`src/rtl/edge_pulse_gen_pkg.sv`:
```
// Shared types and defaults for the edge-signalling pulse generator.
package edge_pulse_gen_pkg;

    typedef enum logic [1:0] {
        IDLE = 2'd0,
        HIGH = 2'd1,
        GAP  = 2'd2
    } epg_state_e;

    localparam int unsigned DEFAULT_WIDTH_W = 8;
    localparam int unsigned DEFAULT_GAP     = 2;

endpackage : edge_pulse_gen_pkg

```
`src/rtl/edge_pulse_gen.sv`:
```
// Transmit end of the edge-signalling interface: one programmable-width high
// pulse per accepted request, followed by an enforced low gap.
// Optional feature macro: EDGE_PULSE_GEN_RETRIGGER_EN (accept during HIGH
// extends the current pulse instead of waiting for IDLE).
module edge_pulse_gen
    import edge_pulse_gen_pkg::*;
#(
    parameter int unsigned WIDTH_W    = DEFAULT_WIDTH_W,
    parameter int unsigned GAP_CYCLES = DEFAULT_GAP
) (
    input  logic               clk,
    input  logic               rst_n,
    input  logic               req_valid,
    output logic               req_ready,
    input  logic [WIDTH_W-1:0] req_width,
    output logic               sig_o,
    output logic               busy,
    output logic               fall_strb
);

    epg_state_e         state_q, state_d;
    logic [WIDTH_W-1:0] cnt_q, cnt_d;
    logic               sig_d, busy_d, fall_d;
    logic               accept;
    logic [WIDTH_W-1:0] load_cnt;
    logic [WIDTH_W-1:0] gap_load;

    // Width 0 behaves as width 1; counter holds remaining cycles minus one.
    assign load_cnt = (req_width == '0) ? '0 : req_width - WIDTH_W'(1);
    assign gap_load = WIDTH_W'(GAP_CYCLES - 1);
    assign accept   = req_valid && req_ready;

    // State, counter and registered outputs.
    always_ff @(posedge clk or negedge rst_n) begin
        if (!rst_n) begin
            state_q   <= IDLE;
            cnt_q     <= '0;
            sig_o     <= 1'b0;
            busy      <= 1'b0;
            fall_strb <= 1'b0;
        end else begin
            state_q   <= state_d;
            cnt_q     <= cnt_d;
            sig_o     <= sig_d;
            busy      <= busy_d;
            fall_strb <= fall_d;
        end
    end

    // Next-state and down-counter; counter only loads or decrements towards 0.
    always_comb begin
        state_d = state_q;
        cnt_d   = cnt_q;
        unique case (state_q)
            IDLE: begin
                if (accept) begin
                    state_d = HIGH;
                    cnt_d   = load_cnt;
                end
            end
            HIGH: begin
`ifdef EDGE_PULSE_GEN_RETRIGGER_EN
                if (accept) begin
                    cnt_d = load_cnt;
                end else
`endif
                if (cnt_q == '0) begin
                    state_d = GAP;
                    cnt_d   = gap_load;
                end else begin
                    cnt_d = cnt_q - WIDTH_W'(1);
                end
            end
            GAP: begin
                if (cnt_q == '0) begin
                    state_d = IDLE;
                end else begin
                    cnt_d = cnt_q - WIDTH_W'(1);
                end
            end
            default: begin
                state_d = IDLE;
                cnt_d   = '0;
            end
        endcase
    end

    // Ready decode and next values of the registered outputs.
    always_comb begin
        req_ready = 1'b0;
        sig_d     = 1'b0;
        busy_d    = 1'b0;
        fall_d    = 1'b0;
`ifdef EDGE_PULSE_GEN_RETRIGGER_EN
        req_ready = (state_q == IDLE) || (state_q == HIGH);
`else
        req_ready = (state_q == IDLE);
`endif
        sig_d     = (state_d == HIGH);
        busy_d    = (state_d != IDLE);
        fall_d    = (state_q == HIGH) && (state_d == GAP);
    end

endmodule : edge_pulse_gen

```
`config.mk`:
```
export PLATFORM = sky130hd
export DESIGN_NAME = edge_pulse_gen
export DESIGN_NICKNAME = d
export VERILOG_FILES = /design/src/rtl/edge_pulse_gen_pkg.sv /design/src/rtl/edge_pulse_gen.sv
export SDC_FILE = /design/constraint.sdc
export NUM_CORES = 1
export LEC_CHECK = 0
export CAP_MARGIN = 20
export CORE_MARGIN = 3
export CORE_UTILIZATION = 55
export CTS_CLUSTER_DIAMETER = 150
export DETAILED_ROUTE_END_ITERATION = 16
export PLACE_DENSITY_LB_ADDON = 0.25
export SLEW_MARGIN = 0
export SYNTH_ARGS = -nofsm -noshare
export SYNTH_HDL_FRONTEND = slang
export SYNTH_SLANG_ARGS = --single-unit
```
`constraint.sdc`:
```
create_clock -name clk -period 2.75 [get_ports clk]
set_clock_uncertainty 0.05 [all_clocks]
set_input_delay 0.275 -clock clk [delete_from_list [all_inputs] [get_ports clk]]
set_output_delay 0.275 -clock clk [all_outputs]
set_load 0.1 [all_outputs]
```
**Yosys cells after proc, flatten, opt, wreduce, memory -nomap -nowiden**

Index checks and enable logic that the tools add are counted.

- Reductions and logical operators: 7
- Div/mod/pow operators: 0
- $mul: 0
- Bitwise gates (word level): 0
- Add/sub/neg operators: 2
- Equal/unequal tests: 6
- Shift-type cells: 0
- Order comparisons: 0
- Muxes and demuxes: 9

Operators by type and width:

| kind | number |
|---|---|
| $mux 8 | 4 |
| $pmux 8 s3 | 1 |
| $logic_not 8->1 | 2 |
| $sub 8x1->8 const B | 2 |
| $mux 2 | 3 |
| $pmux 2 s3 | 1 |
| $eq 2x1->1 const B | 2 |
| $eq 2x2->1 const B | 2 |
| $logic_and 1x1->1 | 2 |
| $logic_not 2->1 | 1 |
| $ne 2x1->1 const B | 1 |
| $ne 2x2->1 const B | 1 |
| $reduce_and 2->1 | 1 |
| $reduce_bool 2->1 | 1 |

- Memory bits (writable): 0
- Memories: 0
- Word-level logic and storage cells: 29
- Bits of input ports: 11
- Output and inout bits: 4
- Register bits: 13
- Bits in read-only memories: 0
- Latch bits: 0

**Longest topological paths before layout**

- Word-level depth: 6
- Gate-level depth with buffers: 7
- Depth with buffers taken out: 6

**Worst setup path after synthesis**

Ideal clock, no wire load.

- Path kind: reg2reg
- From: reg state_q[0]
- To: reg cnt_q[0]
- Buffers on the path: 1
- Period minus slack after synthesis: 2074 ps
- Stages on the path, launching flop included: 7
- Slack: 676 ps
- Data required time: 2570 ps
- Arrival: 1894 ps
- Setup time: 130 ps
- Cells stage by stage: dfrtp_1 buf_2 or2_2 inv_1 o21ai_0 a31oi_1 a221oi_2

- Longest elaborated chain between the ends: 4
- Elaborated cells between the ends (all ways): 8
- Those cells by class: eq/ne: 4; mux: 1; reduce/logical: 3

RTL lines:

| element | RTL line | source |
|---|---|---|
| start: declaration | edge_pulse_gen.sv:21 | `epg_state_e state_q, state_d;` |
| start signal: assignment | edge_pulse_gen.sv:42 | `state_q <= state_d;` |
| $logic_not 2->1 (*) | edge_pulse_gen.sv:97 | `req_ready = (state_q == IDLE);` |
| via req_ready | edge_pulse_gen.sv:14 | `output logic req_ready,` |
| $logic_and 1x1->1 | edge_pulse_gen.sv:31 | `assign accept = req_valid && req_ready;` |
| $ne 2x1->1 (no line) | - |  |
| $reduce_and 2->1 (no line) | - |  |
| end signal: assignment | edge_pulse_gen.sv:43 | `cnt_q <= cnt_d;` |
| end: declaration | edge_pulse_gen.sv:22 | `logic [WIDTH_W-1:0] cnt_q, cnt_d;` |

The timed path passes the listed nets; every way through them passes the cells marked *.
A chain may end at the register's enable or synchronous reset.

**Worst setup path after layout**

- From: reg cnt_q[0]
- To: reg cnt_q[0]

- Longest elaborated chain between the ends: 3
- Elaborated cells between the ends (all ways): 7
- Those cells by class: add/sub: 1; eq/ne: 1; mux: 3; reduce/logical: 2

RTL lines:

| element | RTL line | source |
|---|---|---|
| $sub 8x1->8 / $logic_not 8->1 (equally long branches) | - |  |
| $mux 8 (tied with other cells) | edge_pulse_gen.sv:75 | `if (cnt_q == '0) begin` |
| $pmux 8 s3 / $reduce_and 2->1 (equally long branches) | - |  |

Parallel ways exist; a longest one is shown, timed or not. The select of a mux whose other input is x is not followed.

==> flow_summary.toml <==
[logic_synthesis]
synth_seq_cells = 13
synthXorXnorAreaFrac = 0.0255
synthFlopType = "dfrtp_1"
synth_top_area_frac = 0.316
synth_edf_count = 0
ys_types = 43
synthAdderAreaFrac = 0.0487
synth_compound_area_frac = 0.286
yosys-top-cells-area = "dfrtp_1 32%, ha_1 4.9%, inv_1 4.7%"
netlist_instances = 119
yosysWarningCount = 0
synthArstFlopShare = 1.00
synth_area_mm2 = 0.00103
syn_nets = 134
synthSimpleGateAreaFrac = 0.241
seq_area_frac_synth = 0.316
synth.largest_area_cell = "dfrtp_1"
avgSynthCellArea_um2 = 8.64
synthMuxAreaShare = 0.0195
synth_top_family_by_area = "compound AO/OA/AOI/OAI gates"
synth_top_cells_by_count = "13 x dfrtp_1, 13 x inv_1, 12 x nor2_1"

[worst_setup_path]
slowest_delay_ns = 0.41
reg2reg_depth = 6
crit_end = "cnt_q[0]"
critical-path-top-delay-family = "simple AND/OR/NAND/NOR gates"
r2r_end = "cnt_q[0]"
cp_cell_sequence = "inv_1, ha_1, nor4b_4, and2_0, o21ai_1, a221oi_2"
crit_start = "cnt_q[0]"
end_kind = "flop"
crit_buf_inv = 1
start_kind = "flop"
cp_slowest_cell = "and2_0"
ff2ff_setup_slack_ns = 0.60
criticalPathCategory = "flop to flop"
critPathRequiredTime_ns = 2.89
r2r-start = "cnt_q[0]"
critPathArrivalTime_ns = 2.30
crit_fanout = 7
path_depth = 6

[floorplan]
core_area_mm2 = 0.00175
die_height_um = 49.2
start_util = 0.589
die-area_mm2 = 0.00243
ios = 15
fp.dieW_um = 49.2
row_count = 15

[clock_network]
path_clk_slew_ns = 0.08
cts-resized-gates = 0
post_cts_buffers = 0
cts_tree = "done"
cts_root_buffer = "clkbuf_4"
htree_levels = 1
postCtsHoldBufs = 0
cts_buffers = 3
clkLatencyLatePin_ns = 0.28
cts.sinks = 13
max-clock-path-buffers = 2

[power_and_ir_drop]
p_total_mw = 1.24
powerDensity_mw_per_mm2 = 1040
peakVddDrop_v = 0.000766
p_leak_nw = 0.495

[global_routing]
use_met1 = 0.292
grt_usage = 0.227
grt_use_met2 = 0.362
grt_max_degree = 14
top_usage_layer = "met2"
grt_pass1_wl_um = 4240
grt_pass1_vias = 958
overflow = 0
grtUsageMet3 = 0.0336
antenna_found_initial = 0

[finish]
n_antenna_cell = 0
drive_gt1_frac = 0.127
area_growth_pct = 16.8
finish.utilization = 0.688
fillers = 143
fin_nets = 150
instances_no_fill = 159

[drt]
post-route-drc-count = 0
vias = 1010
drt-pass1-iter-count = 5
wl_per_cell_um = 15.3
detail-route-antenna-nets = 0
wl_um = 2440
drtIter0Drc = 41
viasPerCell = 6.35

[timing]
slew_headroom = 0.505
hold_violations = 0
setup_violations = 0
finalMaxSlewViolations = 0
grt_setup_unrepaired = "false"
max_freq_mhz = 465
period_share = 0.782
post-route-min-period_ns = 2.15
final.setup.tns_ns = 0
tightest_slew_ns = 0.736

[hold_path]
hp-class = "input port to asynchronous set/reset pin"

[outcome]
status = "completed"

[place]
dp_hpwl_um = 1860
gp_congestion = 0.947
place_inst = 155
io_buffers = 14

[run]
cap_violations = 0
[sequential cells by signal, indices dropped and copies added (netlist names)]
name and count:
fall_strb 1, state_q 2, cnt_q 8, busy 1, sig_o 1
[area by class of cell]
cell class	instances	area [um2]	area share
Tap cell	25	31.3	0.0260
Clock inverter	1	5.00	0.00417
Clock buffer	3	22.5	0.0188
Sequential cell	13	325	0.271
Timing Repair Buffer	14	130	0.108
Inverter	13	48.8	0.0406
Multi-Input combinational cell	90	638	0.531
[per-stage QoR]
stage | setup WS [ns] | cell area (um2) | hold WS, ns
finish | 0.599 | 1200 | 0.304
global route | 0.478 | 1200 | 0.344
CTS | 0.584 | 1200 | 0.324
detailed placement | 0.492 | 1170 | 0.559
global placement | 0.586 | 1170 | 0.536
floorplan | 0.676 | 1030 | -0.0706
[cells in the final DEF, fill, tap and decap left out, types with 3 or more instances in the layout]
cell / count
a21boi_0: 3
a21oi_1: 7
buf_4: 4
clkbuf_4: 3
clkdlybuf4s50_1: 10
dfrtp_1: 13
ha_1: 4
inv_1: 13
nand2_1: 6
nor2_1: 12
nor3_1: 4
o211ai_1: 3
o21ai_0: 5
o22ai_1: 5
[worst min-delay path by stage]
stage	from	endpoint	cells after the start
floorplan	rst_n	busy	0
global placement	cnt_q[1]	cnt_q[1]	2
detailed placement	cnt_q[1]	cnt_q[1]	2
CTS	rst_n	cnt_q[0]	1
global route	rst_n	cnt_q[0]	1
finish	rst_n	cnt_q[3]	1
[report_power, final]
group | internal, mW | switching [mW]
combinational | 0.269 | 0.467
clock | 0.0541 | 0.0682
sequential | 0.277 | 0.109
total | 0.600 | 0.644
[routing by layer]
metal  routed length, um  up-vias
met5                   0        -
met4                  70        0
met3                 224        9
met2                1180       63
met1                 967      462
li1                    -      476
[cells by family (layout without fill, tap and decap cells)]
kind of cell / Yosys count / in the layout
flops: 13 / 13
mux: 2 / 2
fa+ha+maj: 4 / 4
compound gates: 41 / 41
xor+xnor: 3 / 3
buf+inv: 16 / 31
simple gates: 40 / 40
No activity file was read; power rests on OpenSTA's default activity.
